--- config.mk ---
export PLATFORM = sky130hd
export DESIGN_NAME = maxpool_datapath_flat
export DESIGN_NICKNAME = d
export VERILOG_FILES = /design/src/rtl/cnn_pkg.sv /design/src/rtl/maxpool_datapath_if.sv /design/src/rtl/pool_out_fifo.sv /design/src/rtl/maxpool_datapath.sv /design/src/flat_wrapper.sv
export SDC_FILE = /design/constraint.sdc
export NUM_CORES = 1
export LEC_CHECK = 0
export ABC_CLOCK_PERIOD_IN_PS = 7000
export BUFFER_PORTS_ARGS = -buffer_cell sky130_fd_sc_hd__buf_4
export CELL_PAD_IN_SITES_DETAIL_PLACEMENT = 1
export CELL_PAD_IN_SITES_GLOBAL_PLACEMENT = 2
export CORE_MARGIN = 3
export CORE_UTILIZATION = 44
export DETAILED_ROUTE_END_ITERATION = 7
export GPL_TIMING_DRIVEN = 0
export PLACE_DENSITY = 0.94
export SETUP_SLACK_MARGIN = 0.02
export SLEW_MARGIN = 20
export SYNTH_ARGS = -nofsm -noshare
export SYNTH_HDL_FRONTEND = slang
export SYNTH_HIERARCHICAL = 1
export SYNTH_SLANG_ARGS = --single-unit
--- constraint.sdc ---
create_clock -name clk -period 7 [get_ports clk]
set_clock_uncertainty 0.1 [all_clocks]
set_input_delay 0.7 -clock clk [delete_from_list [all_inputs] [get_ports clk]]
set_output_delay 0.7 -clock clk [all_outputs]
set_load 0.05 [all_outputs]
--- src/rtl/cnn_pkg.sv ---
// Shared definitions for the pooling datapath: candidate-select encodings,
// the most negative pixel value and a constant log2 helper.
package cnn_pkg;

    localparam int N_DEF = 16;

    // Most negative signed pixel value at the default pixel width.
    localparam logic [N_DEF-1:0] MIN_VAL = {1'b1, {(N_DEF-1){1'b0}}};

    // Candidate mux encodings driven by the pooling control FSM.
    typedef enum logic [1:0] {
        SEL_MAX     = 2'b00,  // running maximum of the current window
        SEL_SR      = 2'b01,  // partial maximum left by the previous row
        SEL_MIN     = 2'b10,  // start a fresh window
        SEL_MIN_ALT = 2'b11   // same as SEL_MIN
    } sel_e;

    // Ceiling log2, usable in constant expressions (pointer/counter widths).
    function automatic int clog2(input int value);
        int r;
        r = 0;
        for (int i = 0; i < 32; i++) begin
            if ((1 << r) < value) begin
                r = r + 1;
            end
        end
        return r;
    endfunction

endpackage

--- src/rtl/maxpool_datapath_if.sv ---
// Output stream of the pooling datapath toward the next layer.
// Handshake: a word transfers on every rising clock edge where dout_valid and
// dout_ready are both 1; dout_valid never depends on dout_ready, and dout holds
// the oldest queued pooled result (0 while nothing is queued).
interface maxpool_datapath_if #(
    parameter int N = 16
) ();
    logic [N-1:0] dout;
    logic         dout_valid;
    logic         dout_ready;
    logic         fifo_full;
    logic         overflow;

    modport master (
        output dout,
        output dout_valid,
        output fifo_full,
        output overflow,
        input  dout_ready
    );

    modport slave (
        input  dout,
        input  dout_valid,
        input  fifo_full,
        input  overflow,
        output dout_ready
    );
endinterface

--- src/rtl/pool_out_fifo.sv ---
// Synchronous FIFO holding pooled results until the next layer takes them.
// The head word is registered so the output never passes through the memory
// read path combinationally. A push into a full FIFO succeeds only when a pop
// frees a slot in the same cycle; otherwise the word is dropped and a sticky
// overflow flag is raised.
module pool_out_fifo
    import cnn_pkg::*;
#(
    parameter int W     = 16,
    parameter int DEPTH = 4
) (
    input  logic                  clk,
    input  logic                  rst,
    input  logic                  push,
    input  logic [W-1:0]          wdata,
    input  logic                  ready,
    output logic [W-1:0]          rdata,
    output logic                  empty,
    output logic                  full,
    output logic                  overflow,
    output logic [clog2(DEPTH):0] count
);

    localparam int AW = clog2(DEPTH);
    localparam int CW = AW + 1;

    logic [W-1:0]  mem [DEPTH];
    logic [AW-1:0] wr_ptr;
    logic [AW-1:0] rd_ptr;
    logic [AW-1:0] rd_next;
    logic [CW-1:0] count_after_pop;
    logic [CW-1:0] count_next;
    logic [W-1:0]  head_next;
    logic          pop;
    logic          push_ok;

    assign empty = (count == '0);
    assign full  = (count == CW'(DEPTH));

    // Transfer decisions and the value the head register takes next.
    always_comb begin
        pop             = !empty && ready;
        push_ok         = push && (!full || pop);
        rd_next         = pop ? rd_ptr + AW'(1) : rd_ptr;
        count_after_pop = count - CW'(pop);
        count_next      = count_after_pop + CW'(push_ok);
        head_next       = '0;
        if (count_next != '0) begin
            // The incoming word becomes the head only if nothing older remains.
            if (push_ok && (count_after_pop == '0)) begin
                head_next = wdata;
            end else begin
                head_next = mem[rd_next];
            end
        end
    end

    // Storage array; contents only matter where count says they are valid.
    always_ff @(posedge clk) begin
        if (push_ok) begin
            mem[wr_ptr] <= wdata;
        end
    end

    // Pointers, occupancy, registered head and sticky overflow.
    always_ff @(posedge clk or posedge rst) begin
        if (rst) begin
            wr_ptr   <= '0;
            rd_ptr   <= '0;
            count    <= '0;
            rdata    <= '0;
            overflow <= 1'b0;
        end else begin
            if (push_ok) begin
                wr_ptr <= wr_ptr + AW'(1);
            end
            rd_ptr <= rd_next;
            count  <= count_next;
            rdata  <= head_next;
            if (push && full && !pop) begin
                overflow <= 1'b1;
            end
        end
    end

endmodule

--- src/rtl/maxpool_datapath.sv ---
// Max-pooling datapath stepped pixel-by-pixel by the pooling control FSM.
// Each pixel is compared against a selected candidate (running max, the
// partial max the previous row left for this window, or the minimum value).
// Partial maxima for one row of windows wait in a shift buffer; completed
// window maxima go to an output FIFO.
module maxpool_datapath
    import cnn_pkg::*;
#(
    parameter int N          = 16,
    parameter int M          = 4,
    parameter int P          = 2,
    parameter int FIFO_DEPTH = 4
) (
    input  logic                       clk,
    input  logic                       master_rst,
    input  logic                       ce,
    input  logic [N-1:0]               din,
    input  logic [1:0]                 sel,
    input  logic                       rst_m,
    input  logic                       op_en,
    input  logic                       load_sr,
    input  logic                       global_rst,
    input  logic                       end_op,
    maxpool_datapath_if.master         out_bus,
    output logic                       frame_done,
    output logic [N-1:0]               dbg_max_r,
    output logic [clog2(FIFO_DEPTH):0] dbg_fifo_count
);

    localparam int D = M / P;
    localparam logic [N-1:0] MIN_N = {1'b1, {(N-1){1'b0}}};

    logic [N-1:0] max_r;
    logic [N-1:0] row_buf [D];
    logic [N-1:0] head;
    logic [N-1:0] cand;
    logic [N-1:0] cmp;
    logic         fifo_empty;

    // Oldest entry sits at the far end of the shift chain.
    assign head = row_buf[D-1];

    // Candidate selection and signed compare; a tie keeps the candidate.
    always_comb begin
        cand = MIN_N;
        case (sel_e'(sel))
            SEL_MAX: cand = max_r;
            SEL_SR:  cand = head;
            default: cand = MIN_N;
        endcase
        cmp = ($signed(din) > $signed(cand)) ? din : cand;
    end

    // Running maximum; a frame clear or window restart overrides the update.
    always_ff @(posedge clk or posedge master_rst) begin
        if (master_rst) begin
            max_r <= MIN_N;
        end else if (ce) begin
            if (!global_rst || rst_m) begin
                max_r <= MIN_N;
            end else begin
                max_r <= cmp;
            end
        end
    end

    // Row buffer of per-window partial maxima, cleared on frame clear.
    always_ff @(posedge clk or posedge master_rst) begin
        if (master_rst) begin
            for (int i = 0; i < D; i++) begin
                row_buf[i] <= MIN_N;
            end
        end else if (ce) begin
            if (!global_rst) begin
                for (int i = 0; i < D; i++) begin
                    row_buf[i] <= MIN_N;
                end
            end else if (load_sr) begin
                row_buf[0] <= cmp;
                for (int i = 1; i < D; i++) begin
                    row_buf[i] <= row_buf[i-1];
                end
            end
        end
    end

    // One-cycle end-of-frame pulse for each strobed end_op.
    always_ff @(posedge clk or posedge master_rst) begin
        if (master_rst) begin
            frame_done <= 1'b0;
        end else begin
            frame_done <= ce && end_op;
        end
    end

    // The push path ignores the frame clear: the pre-clear result still lands.
    pool_out_fifo #(
        .W     (N),
        .DEPTH (FIFO_DEPTH)
    ) u_fifo (
        .clk      (clk),
        .rst      (master_rst),
        .push     (ce && op_en),
        .wdata    (cmp),
        .ready    (out_bus.dout_ready),
        .rdata    (out_bus.dout),
        .empty    (fifo_empty),
        .full     (out_bus.fifo_full),
        .overflow (out_bus.overflow),
        .count    (dbg_fifo_count)
    );

    assign out_bus.dout_valid = !fifo_empty;
    assign dbg_max_r          = max_r;

endmodule

--- src/flat_wrapper.sv ---
// flat-port wrapper written by rule: the top's interface ports become plain ports
module maxpool_datapath_flat import cnn_pkg::*;
#(
    parameter int N          = 16,
    parameter int M          = 4,
    parameter int P          = 2,
    parameter int FIFO_DEPTH = 4
)
  (clk, master_rst, ce, din, sel, rst_m, op_en, load_sr, global_rst, end_op, frame_done, dbg_max_r, dbg_fifo_count, out_bus_dout, out_bus_dout_valid, out_bus_fifo_full, out_bus_overflow, out_bus_dout_ready);
  maxpool_datapath_if #(.N(N)) out_bus_i ();
  input  logic clk;
  input  logic master_rst;
  input  logic ce;
  input  logic [N-1:0] din;
  input  logic [1:0] sel;
  input  logic rst_m;
  input  logic op_en;
  input  logic load_sr;
  input  logic global_rst;
  input  logic end_op;
  output logic frame_done;
  output logic [N-1:0] dbg_max_r;
  output logic [clog2(FIFO_DEPTH):0] dbg_fifo_count;
  output wire logic [$bits(out_bus_i.dout)-1:0] out_bus_dout;
  output wire logic [$bits(out_bus_i.dout_valid)-1:0] out_bus_dout_valid;
  output wire logic [$bits(out_bus_i.fifo_full)-1:0] out_bus_fifo_full;
  output wire logic [$bits(out_bus_i.overflow)-1:0] out_bus_overflow;
  input wire logic [$bits(out_bus_i.dout_ready)-1:0] out_bus_dout_ready;
  assign out_bus_dout = out_bus_i.dout;
  assign out_bus_dout_valid = out_bus_i.dout_valid;
  assign out_bus_fifo_full = out_bus_i.fifo_full;
  assign out_bus_overflow = out_bus_i.overflow;
  assign out_bus_i.dout_ready = out_bus_dout_ready;
  maxpool_datapath #(.N(N), .M(M), .P(P), .FIFO_DEPTH(FIFO_DEPTH)) u_core (.clk(clk), .master_rst(master_rst), .ce(ce), .din(din), .sel(sel), .rst_m(rst_m), .op_en(op_en), .load_sr(load_sr), .global_rst(global_rst), .end_op(end_op), .out_bus(out_bus_i), .frame_done(frame_done), .dbg_max_r(dbg_max_r), .dbg_fifo_count(dbg_fifo_count));
endmodule
# Yosys cells after proc, flatten, opt, wreduce, memory -nomap -nowiden
# Memories as Yosys holds them, arrays and structs flattened.
# Cells that the tools add are included.
# classes
add_sub_neg,4
order_cmp,1
n_eq_ne,3
n_mux,10
n_reduce_logical,18
# op_table
op,count
two-way mux 16 bit,4
two-way mux 32 bit,2
one-hot mux 16 bit (2 select lines),1
> comparator 16 bit,1
logical AND 1 bit,7
zero test 3 bit,2
"adder 2 x 1 -> 2 bit, second input constant",2
zero test 1 bit,4
adder 3 x 1 -> 3 bit,1
"equality test 3 bit, second input constant",1
nonzero test 3 bit,1
subtractor 3 x 1 -> 3 bit,1
"equality test 2 x 1 -> 1 bit, second input constant",1
zero test 2 bit,1
logical OR 1 bit,2
two-way mux 1 bit,2
two-way mux 2 bit,1
"inequality test 2 bit, second input constant",1
AND reduction 2 bit,1
# word_totals
regBits,73
mem_bits_rw,64
out_inout_bits,39
wordCells,46
mem_count,1
# mem_list
memory,depth,word_bits,rd,rd_ports_with_merged_regs,write_ports,line_no,text
u_core.u_fifo.mem,4,16,1,0,1,pool_out_fifo.sv:27,logic [W-1:0] mem [DEPTH];

# Logic depth before layout (Yosys ltp)
# Gate-level depths: netlist of run 1.
# logic_depth
ltp_word,8
mapped_depth,16
ltp_nobuf,11

# By module
# Netlist of run 1, hierarchy kept.
# modules_own_cells
module,n_inst,cells_per_inst,area_each_um2,seq_area_each_um2
pool_out_fifo,1,204,3529.6,2522.4
maxpool_datapath,1,328,3116.7,1229.9

# Worst setup path after synthesis of run 1
# No wires, ideal clock.
# synth_timing
path_kind,input port to flip-flop
start,input port sel[0]
end,register u_core.u_fifo.rdata[0]
setup_time_ps,92
t_arrival_ps,4111
t_required_ps,6808
slack_ps,2697
path_stages,16
cell_sequence,clkbuf_1 -> buf_2 -> mux2i_1 -> or2_2 -> ha_1 -> nand3_1 -> or4_1 -> a21o_1 -> a31o_1 -> buf_2 -> and2_4 -> buf_6 -> buf_2 -> o21ai_0 -> nand3_1 -> o221ai_1
# synth_via
elab_chain_cells,6
elab_cells_between_ends,7
# synth_rtl
element,line_no,text
start: declaration,flat_wrapper.sv:15,input logic [1:0] sel;
equality test 2 x 1 -> 1 bit or zero test 2 bit (tied branches),maxpool_datapath.sv:46,case (sel_e'(sel))
one-hot mux 16 bit (2 select lines) *,maxpool_datapath.sv:46,
> comparator 16 bit,maxpool_datapath.sv:51,cmp = ($signed(din) > $signed(cand)) ? din : cand;
two-way mux 16 bit *,maxpool_datapath.sv:51,
net u_core.cmp[0],maxpool_datapath.sv:37,logic [N-1:0] cmp;
two-way mux 16 bit *,pool_out_fifo.sv:50,if (push_ok && (count_after_pop == '0)) begin
two-way mux 16 bit *,pool_out_fifo.sv:48,if (count_next != '0) begin
net u_core.u_fifo.head_next[0],pool_out_fifo.sv:33,logic [W-1:0] head_next;
end signal: assignment,pool_out_fifo.sv:79,rdata <= head_next;
end: declaration,pool_out_fifo.sv:17,"output logic [W-1:0] rdata,"
# The timed path passes the listed nets; every way through them passes the cells marked *.
# A chain may end at the register's enable or synchronous reset.

# Worst setup path in the final report of run 1
# layout_timing
start,input port sel[0]
end,register u_core.u_fifo.rdata[3]
# Same word-level chain as after synthesis.

==> metrics.yaml, run 1 <==
yosys_warnings: 6
start_kind: "primary input"
drive_gt1_share_pct: 22.7
rsz0062_at_grt: "false"
synth_top_family_by_area: "compound AO/OA/AOI/OAI gates"
ant_nets: 0
worstMarginPinSlew_ns: 0.979
synth_seq_cells: 137
combinationalPowerShare_pct: 38.6
power_mw: 3.22
grt_max_degree: 27
via_per_inst: 6.02
hold_viol_final: 0
synth_edf_count: 64
clk-insertion-delay-late_ns: 0.43
fin_crit_ns: 5.09
synthSimpleGateAreaFrac_pct: 10.8
drv_cap: 0
hold_slack_ns: 0.225
finalNetCount: 667
max_slew_margin_pct: 34.7
power_frac_seq_pct: 32.8
drv_slew: 0
tns_ns: 0
critPathRequiredTime_ns: 7.22
vias: 4895
hpwl_mm: 13.2
io_buffers: 64
syn-cell-area_mm2: 0.00665
first_iter_violations: 425
outcome: "complete, no violations"
antenna_found_initial: 0
cts_buffer_depth: 2
grt_pass1_wl_mm: 29.7
synth.distinct_cells: 47
htreeDepth: 4
rr_endpoint: "u_core/u_fifo/rdata[3]"
rows: 44
p_int_mw: 2.00
synth_xor_area_share_pct: 0.772
r2r-start: "u_core/dbg_max_r[15]"
cts_hold_buffers: 0
period_share_pct: 72.7
die_w_um: 129
r2r_slack_ns: 2.73
avgSynthCellArea_um2: 12.5
irDropWorstVdd_mv: 0.197
cts_tree: "built"
diodes: 0
finalSetupViolCount: 0
crit_type: "primary input to flop"
drc_errors: 0
crit_path_end_kind: "flop"
synth_fa_ha_area_share_pct: 4.52
pin_count: 66
arrival_ns: 5.31
die_h_um: 129
cts_resized: 0
wl_per_cell_um: 23.3
crit_start: "sel[0]"
cts_buffers: 17
synthMuxAreaShare_pct: 9.53
timing.fmax_ghz: 0.197
synth_compound_area_share_pct: 13.7
start_util_pct: 45.4
r2r_cells: 13
seq_area_frac_synth_pct: 56.5
die_area_mm2: 0.0166
synthFlopType: "dfrtp_1"
pwr-share-clk_pct: 28.6
post_cts_buffers: 0
p_leak_nw: 3.33
swShare_pct: 37.9
switchingPower_mw: 1.22
powerDensity_mw_per_mm2: 403
cts.clk_slew.worst_paths_ns: 0.06
overflow: 0
ys_async_sr_fraction_pct: 53.3
place_congestion: 0.900
first_pass_iters: 5
area_growth_syn_to_layout_pct: 20.1
crit_end: "u_core/u_fifo/rdata[3]"
coreArea_mm2: 0.0146
fillers: 1506
cts_root_buf: "clkbuf_16"
syn-num-nets: 583
hold_class: "primary input to async pin"
grt_pass1_vias: 5268
clkSinkCount: 137
cp_max_fo: 10
track_usage_pct: 23.8
synthCells: 532
routed_wl_mm: 18.9
-- synth_stat cells, drive strengths merged, types with 3 or more instances --
master   n  area, um2
a211oi  20        150
a21oi    7       35.0
a221o   15        150
a22o    15        131
and2     7       46.3
buf     14       85.1
clkbuf  22       82.6
dfrtp   70       1750
dfstp    3       78.8
edfxtp  64       1920
ha      24        300
inv     30        113
mux2i   62        633
nand2    5       18.8
nand2b  15       93.8
nand3   38        190
nand4    5       31.3
nor2    37        139
nor2b    3       18.8
nor3     4       20.0
o21ai    4       20.0
o221ai  16        203
o311ai  17        156
or2     15       93.8
xnor2    4       42.6
-- sequential cells by signal (all words and copies together) (netlist names) --
name                    count
u_core/u_fifo/wr_ptr        2
u_core/u_fifo/rdata        16
u_core/head                16
u_core/dbg_max_r           16
u_core/u_fifo/rd_ptr        2
u_core/u_fifo/count         3
u_core/u_fifo/overflow      1
u_core/frame_done           1
u_core/u_fifo/mem          64
u_core/row_buf             16
-- cells by family after synthesis --
family                     count (synthesis)
and+or+nand+nor                          136
xor gates and xnor gates                   5
muxes                                     62
adders and majority gates                 24
buffers and inverters                     66
AOI/OAI and AO/OA                        102
DFF                                      137
-- metal layers --
layer | part of all wire [%] | GRT usage [%] | wire (um)
met5 | 0 | 0 | 0
met3 | 3.7 | 5.11 | 704
met4 | 1.5 | 7.78 | 277
met2 | 51 | 40.3 | 9730
met1 | 43 | 30.4 | 8210
-- critical path, stage by stage --
cell and delay (ns):
clkbuf_1 0.50, buf_2 0.46, nor2b_1 0.09, a211oi_1 0.49
ha_1 0.25, nand3_1 0.13, or4_1 0.57, a21o_1 0.20
nand4_1 0.29, and2_4 0.23, buf_6 0.14, buf_2 0.32
mux2i_1 0.64, nand3_1 0.14, o221ai_1 0.14
-- cell type report --
| type | count | area (um2) | area share (%) |
|---|---|---|---|
| flip-flops and latches | 137 | 3750 | 47.0 |
| multi-input cells | 329 | 2610 | 32.7 |
| repair buffers | 65 | 500 | 6.27 |
| clock buffers | 20 | 457 | 5.72 |
| well taps | 184 | 230 | 2.88 |
| plain buffers | 36 | 168 | 2.10 |
| clock inverters | 12 | 150 | 1.88 |
| inverters | 30 | 113 | 1.41 |
-- metrics by stage --
stage / setup slack (ns) / area, um2 / utilization, % / cells
4_1_cts: 1.94 / 7980 / 54.5 / 813
2_1_floorplan: 2.70 / 6650 / - / 532
3_5_place_dp: 1.51 / 7380 / 50.4 / 781
3_3_place_gp: 1.74 / 7360 / 50.2 / 780
6_report: 1.91 / 7980 / 54.5 / 813
5_1_grt: 1.55 / 7980 / 54.5 / 813
-- worst min path at each step --
stage / to
floorplan: u_core/head[15]
global placement: u_core/u_fifo/overflow
detailed placement: u_core/head[15]
CTS: u_core/head[1]
global route: u_core/head[1]
finish: u_core/frame_done
-- layout by cell type, fill, tap and decap left out, drive strengths merged, types with 4 or more instances in the layout --
master  netlist  layout
a22o         15      15
nor3          4       4
a211oi       20      20
inv          30      30
o21ai         4       4
nand2         5       5
o311ai       17      17
xnor2         4       4
clkinv        0       7
ha           24      24
nand4         5       5
or2          15      15
clkbuf       22      42
dfrtp        70      70
and2          7       7
o221ai       16      16
edfxtp       64      64
mux2i        62      62
a221o        15      15
nor2         37      37
buf          14      79
nand3        38      38
a21oi         7       7
nand2b       15      15
-- power groups by stage --
stage          combinational, mW  sequential [mW]  clock [mW]
2_1_floorplan              0.671             1.27           0
3_3_place_gp                1.20             1.06           0
3_5_place_dp                1.24             1.07           0
4_1_cts                     1.25             1.06       0.936
5_1_grt                     1.32             1.07       0.967
6_report                    1.24             1.05       0.919
Note: power is estimated with default switching activity, not from simulation.
==> run 2: changes to the inputs <==
- ABC_AREA: unset -> 1
- ABC_CLOCK_PERIOD_IN_PS: 7000 -> 5300
- CORE_UTILIZATION: 44 -> 38
- PLACE_DENSITY: 0.94 -> 0.89
- clock period: 7 -> 5.3 ns (I/O delays scaled with it)
==> metrics.yaml, run 2 <==
outcome: "complete, no violations"  # unchanged
crit_type: "primary input to flop"  # unchanged
hold_viol_final: 0  # unchanged
worstMarginPinSlew_ns: 0.950  # was 0.979 ns
synthTopCellsByCount: "inv_1, nand2_1, nand3_1"  # was dfrtp_1, edfxtp_1, mux2i_1
r2r_cells: 12  # was 13
cts_tree: "built"  # unchanged
fillers: 2020  # was 1506
drive_gt1_share_pct: 21.1  # was 22.7%
path_depth: 20  # was 15
start_util_pct: 39.0  # was 45.4%
htreeDepth: 4  # unchanged
most-common-layout-cells: "inv_1, nand2_1, nand3_1, dfrtp_1, buf_4"  # was dfrtp_1, buf_4, edfxtp_1, mux2i_1, nand3_1
largest-register: "u_core/u_fifo/mem"  # unchanged
synth_seq_cells: 137  # unchanged
post-route-util_pct: 47.0  # was 54.5%
largest_register_ffs: 64  # unchanged
grt_pass1_vias: 5876  # was 5268
post_cts_buffers: 0  # unchanged
synthTopCellsByArea: "edfxtp_1, dfrtp_1, inv_1"  # was edfxtp_1, dfrtp_1, mux2i_1
antenna_found_initial: 0  # unchanged
drv_cap: 0  # unchanged
synthCells: 709  # was 532
cpPeakStageDelay_ns: 0.54  # was 0.64 ns
synth_fa_ha_area_share_pct: 4.42  # was 4.52%
hold_slack_ns: 0.0407  # was 0.225 ns
cp_max_fo: 10  # unchanged
drc_errors: 0  # unchanged
finalNetCount: 847  # was 667
area_growth_syn_to_layout_pct: 20.5  # was 20.1%
irDropWorstVdd_mv: 0.346  # was 0.197 mV
cts_hold_buffers: 0  # unchanged
final_common_cell: "inv_1"  # was dfrtp_1
io_buffers: 65  # was 64
cts_buffers: 17  # unchanged
grt_max_degree: 30  # was 27
first_pass_iters: 4  # was 5
power_mw: 4.41  # was 3.22 mW
pin_count: 66  # unchanged
r2r_slack_ns: 2.22  # was 2.73 ns
p_leak_nw: 3.76  # was 3.33 nW
max_slew_margin_pct: 36.6  # was 34.7%
synth.distinct_cells: 36  # was 47
rr_endpoint: "u_core/u_fifo/rdata[0]"  # was u_core/u_fifo/rdata[3]
path_delay_family: "buffers and inverters"  # was simple AND/OR/NAND/NOR gates
cp_slowest_cell: "clkbuf_1"  # was mux2i_1
hold_class: "primary input to async pin"  # unchanged
syn-cell-area_mm2: 0.00679  # was 0.00665 mm2
syn-num-nets: 760  # was 583
track_usage_pct: 19.8  # was 23.8%
rows: 48  # was 44
first_iter_violations: 281  # was 425
fin_crit_ns: 3.58
coreArea_mm2: 0.0174  # was 0.0146 mm2
via_per_inst: 5.05  # was 6.02
diodes: 0  # unchanged
synth_edf_count: 64  # unchanged
hpwl_mm: 13.7  # was 13.2 mm
seq_area_frac_synth_pct: 55.3  # was 56.5%
cts_buffer_depth: 2  # unchanged
tns_ns: 0  # unchanged
die_w_um: 140  # was 129 um
overflow: 0  # unchanged
drv_slew: 0  # unchanged
grt_pass1_wl_mm: 30.4  # was 29.7 mm
die_area_mm2: 0.0195  # was 0.0166 mm2
arrival_ns: 3.79  # was 5.31 ns
yosysMostFrequentCell: "inv_1"  # was dfrtp_1
yosys_warnings: 6  # unchanged
powerDensity_mw_per_mm2: 540  # was 403 mW/mm2
cts_resized: 0  # unchanged
ant_nets: 0  # unchanged
cts.clk_slew.worst_paths_ns: 0.05  # was 0.06 ns
synth_xor_area_share_pct: 0.387  # was 0.772%
synth_compound_area_share_pct: 7.67  # was 13.7%
final-seq-area_mm2: 0.00375  # unchanged
wl_per_cell_um: 17.9  # was 23.3 um
avgSynthCellArea_um2: 9.57  # was 12.5 um2
ys_async_sr_fraction_pct: 53.3  # unchanged
clk-insertion-delay-late_ns: 0.42  # was 0.43 ns
synth_top_family_by_area: "simple AND/OR/NAND/NOR gates"  # was compound AO/OA/AOI/OAI gates
critPathRequiredTime_ns: 5.51  # was 7.22 ns
timing.fmax_ghz: 0.279
start_kind: "primary input"  # unchanged
clkSinkCount: 137  # unchanged
multi_input_area_mm2: 0.00234  # was 0.00261 mm2
die_h_um: 140  # was 129 um
synth_top_area_share_pct: 28.3  # was 28.9%
path_cells: "buf_4 -> inv_1 -> nor2_1 -> inv_1 -> clkbuf_1 -> o22ai_1 -> inv_1 -> ha_1 -> a21o_1 -> nor2_1 -> nand2_1 -> nand2_1 -> nand3_2 -> buf_4 -> nand4_1 -> and2_1 -> inv_1 -> nand2_1 -> nand2_1 -> a21oi_1"  # was clkbuf_1 -> buf_2 -> nor2b_1 -> a211oi_1 -> ha_1 -> nand3_1 -> or4_1 -> a21o_1 -> nand4_1 -> and2_4 -> buf_6 -> buf_2 -> mux2i_1 -> nand3_1 -> o221ai_1
cts_root_buf: "clkbuf_16"  # unchanged
place_congestion: 0.857  # was 0.900
crit_path_end_kind: "flop"  # unchanged
vias: 5226  # was 4895
path_buf_inv: 7  # was 4
synth_top_area_cell: "edfxtp_1"  # unchanged
finalSetupViolCount: 0  # unchanged
period_share_pct: 67.6
rsz0062_at_grt: "false"  # unchanged
synthMuxAreaShare_pct: 0  # was 9.53%
routed_wl_mm: 18.5  # was 18.9 mm
synthFlopType: "dfrtp_1"  # unchanged
synthSimpleGateAreaFrac_pct: 21.9  # was 10.8%
r2r-start: "u_core/dbg_max_r[15]"  # unchanged
## run 2: cell types whose count changed after synthesis, moves of 31 or more
cell	before	now
nand2_1	5	116
o22ai_1	0	31
inv_1	29	132
mux2i_1	61	0
nand3_1	38	98
## run 2: layout make-up
cell class | instances | share of cell area (%)
Buffer | 28 | 2.28
Clock buffer | 25 | 6.44
Clock inverter | 7 | 0.459
Inverter | 137 | 6.32
Multi-Input combinational cell | 407 | 28.6
Sequential cell | 137 | 45.9
Tap cell | 225 | 3.44
Timing Repair Buffer | 68 | 6.58
## run 2: worst max-delay path by stage
stage / from / endpoint
floorplan: u_core/u_fifo/count[2] / u_core/u_fifo/rdata[10]
global placement: sel[0] / u_core/u_fifo/rdata[14]
detailed placement: sel[0] / u_core/u_fifo/rdata[0]
CTS: sel[0] / u_core/u_fifo/rdata[0]
global route: sel[0] / u_core/u_fifo/rdata[14]
finish: sel[0] / u_core/u_fifo/rdata[0]
## run 2: kinds of logic (layout without fill, tap and decap cells)
kind of cell | count (synthesis) | in the layout
xor+xnor | 3 | 3
fa+ha+maj | 24 | 24
buf+inv | 165 | 265
simple gates | 293 | 293
flops | 137 | 137
compound gates | 87 | 87
## run 2: worst register-to-register path, stage by stage, from the launching register on
cell and delay, ns:
dfstp_2 0.56, o22ai_1 0.13, ha_1 0.40, nand2_2 0.10, nor3_2 0.26, nand3_2 0.23, clkbuf_1 0.32, nand4_1 0.23
and2_1 0.21, inv_1 0.06, nand2_1 0.07, nand2_1 0.06, a21oi_1 0.24
## run 2: stage by stage
step	instance area, um2	setup slack [ns]	std cells
2_1_floorplan	6790	1.98	709
3_3_place_gp	7560	1.41	999
3_5_place_dp	7620	1.39	1002
4_1_cts	8180	1.81	1034
5_1_grt	8180	1.51	1034
6_report	8180	1.72	1034
## run 2: per-layer routing
layer	global-route usage (%)	share of wire, %	vias up	wire length [um]
met3	3.20	3.9	11	716
met5	0	0	-	0
met4	6.73	0.79	0	146
met2	35.3	53	105	9760
met1	24.5	43	2597	7900
li1	-	-	2513	-
## run 2: power breakdown
group          internal (mW)  leakage, nW  switching, mW
Combinational          0.572         1.96           1.28
Clock                  0.683        0.284          0.427
Sequential              1.37         1.51         0.0810
Total                   2.62         3.76           1.79
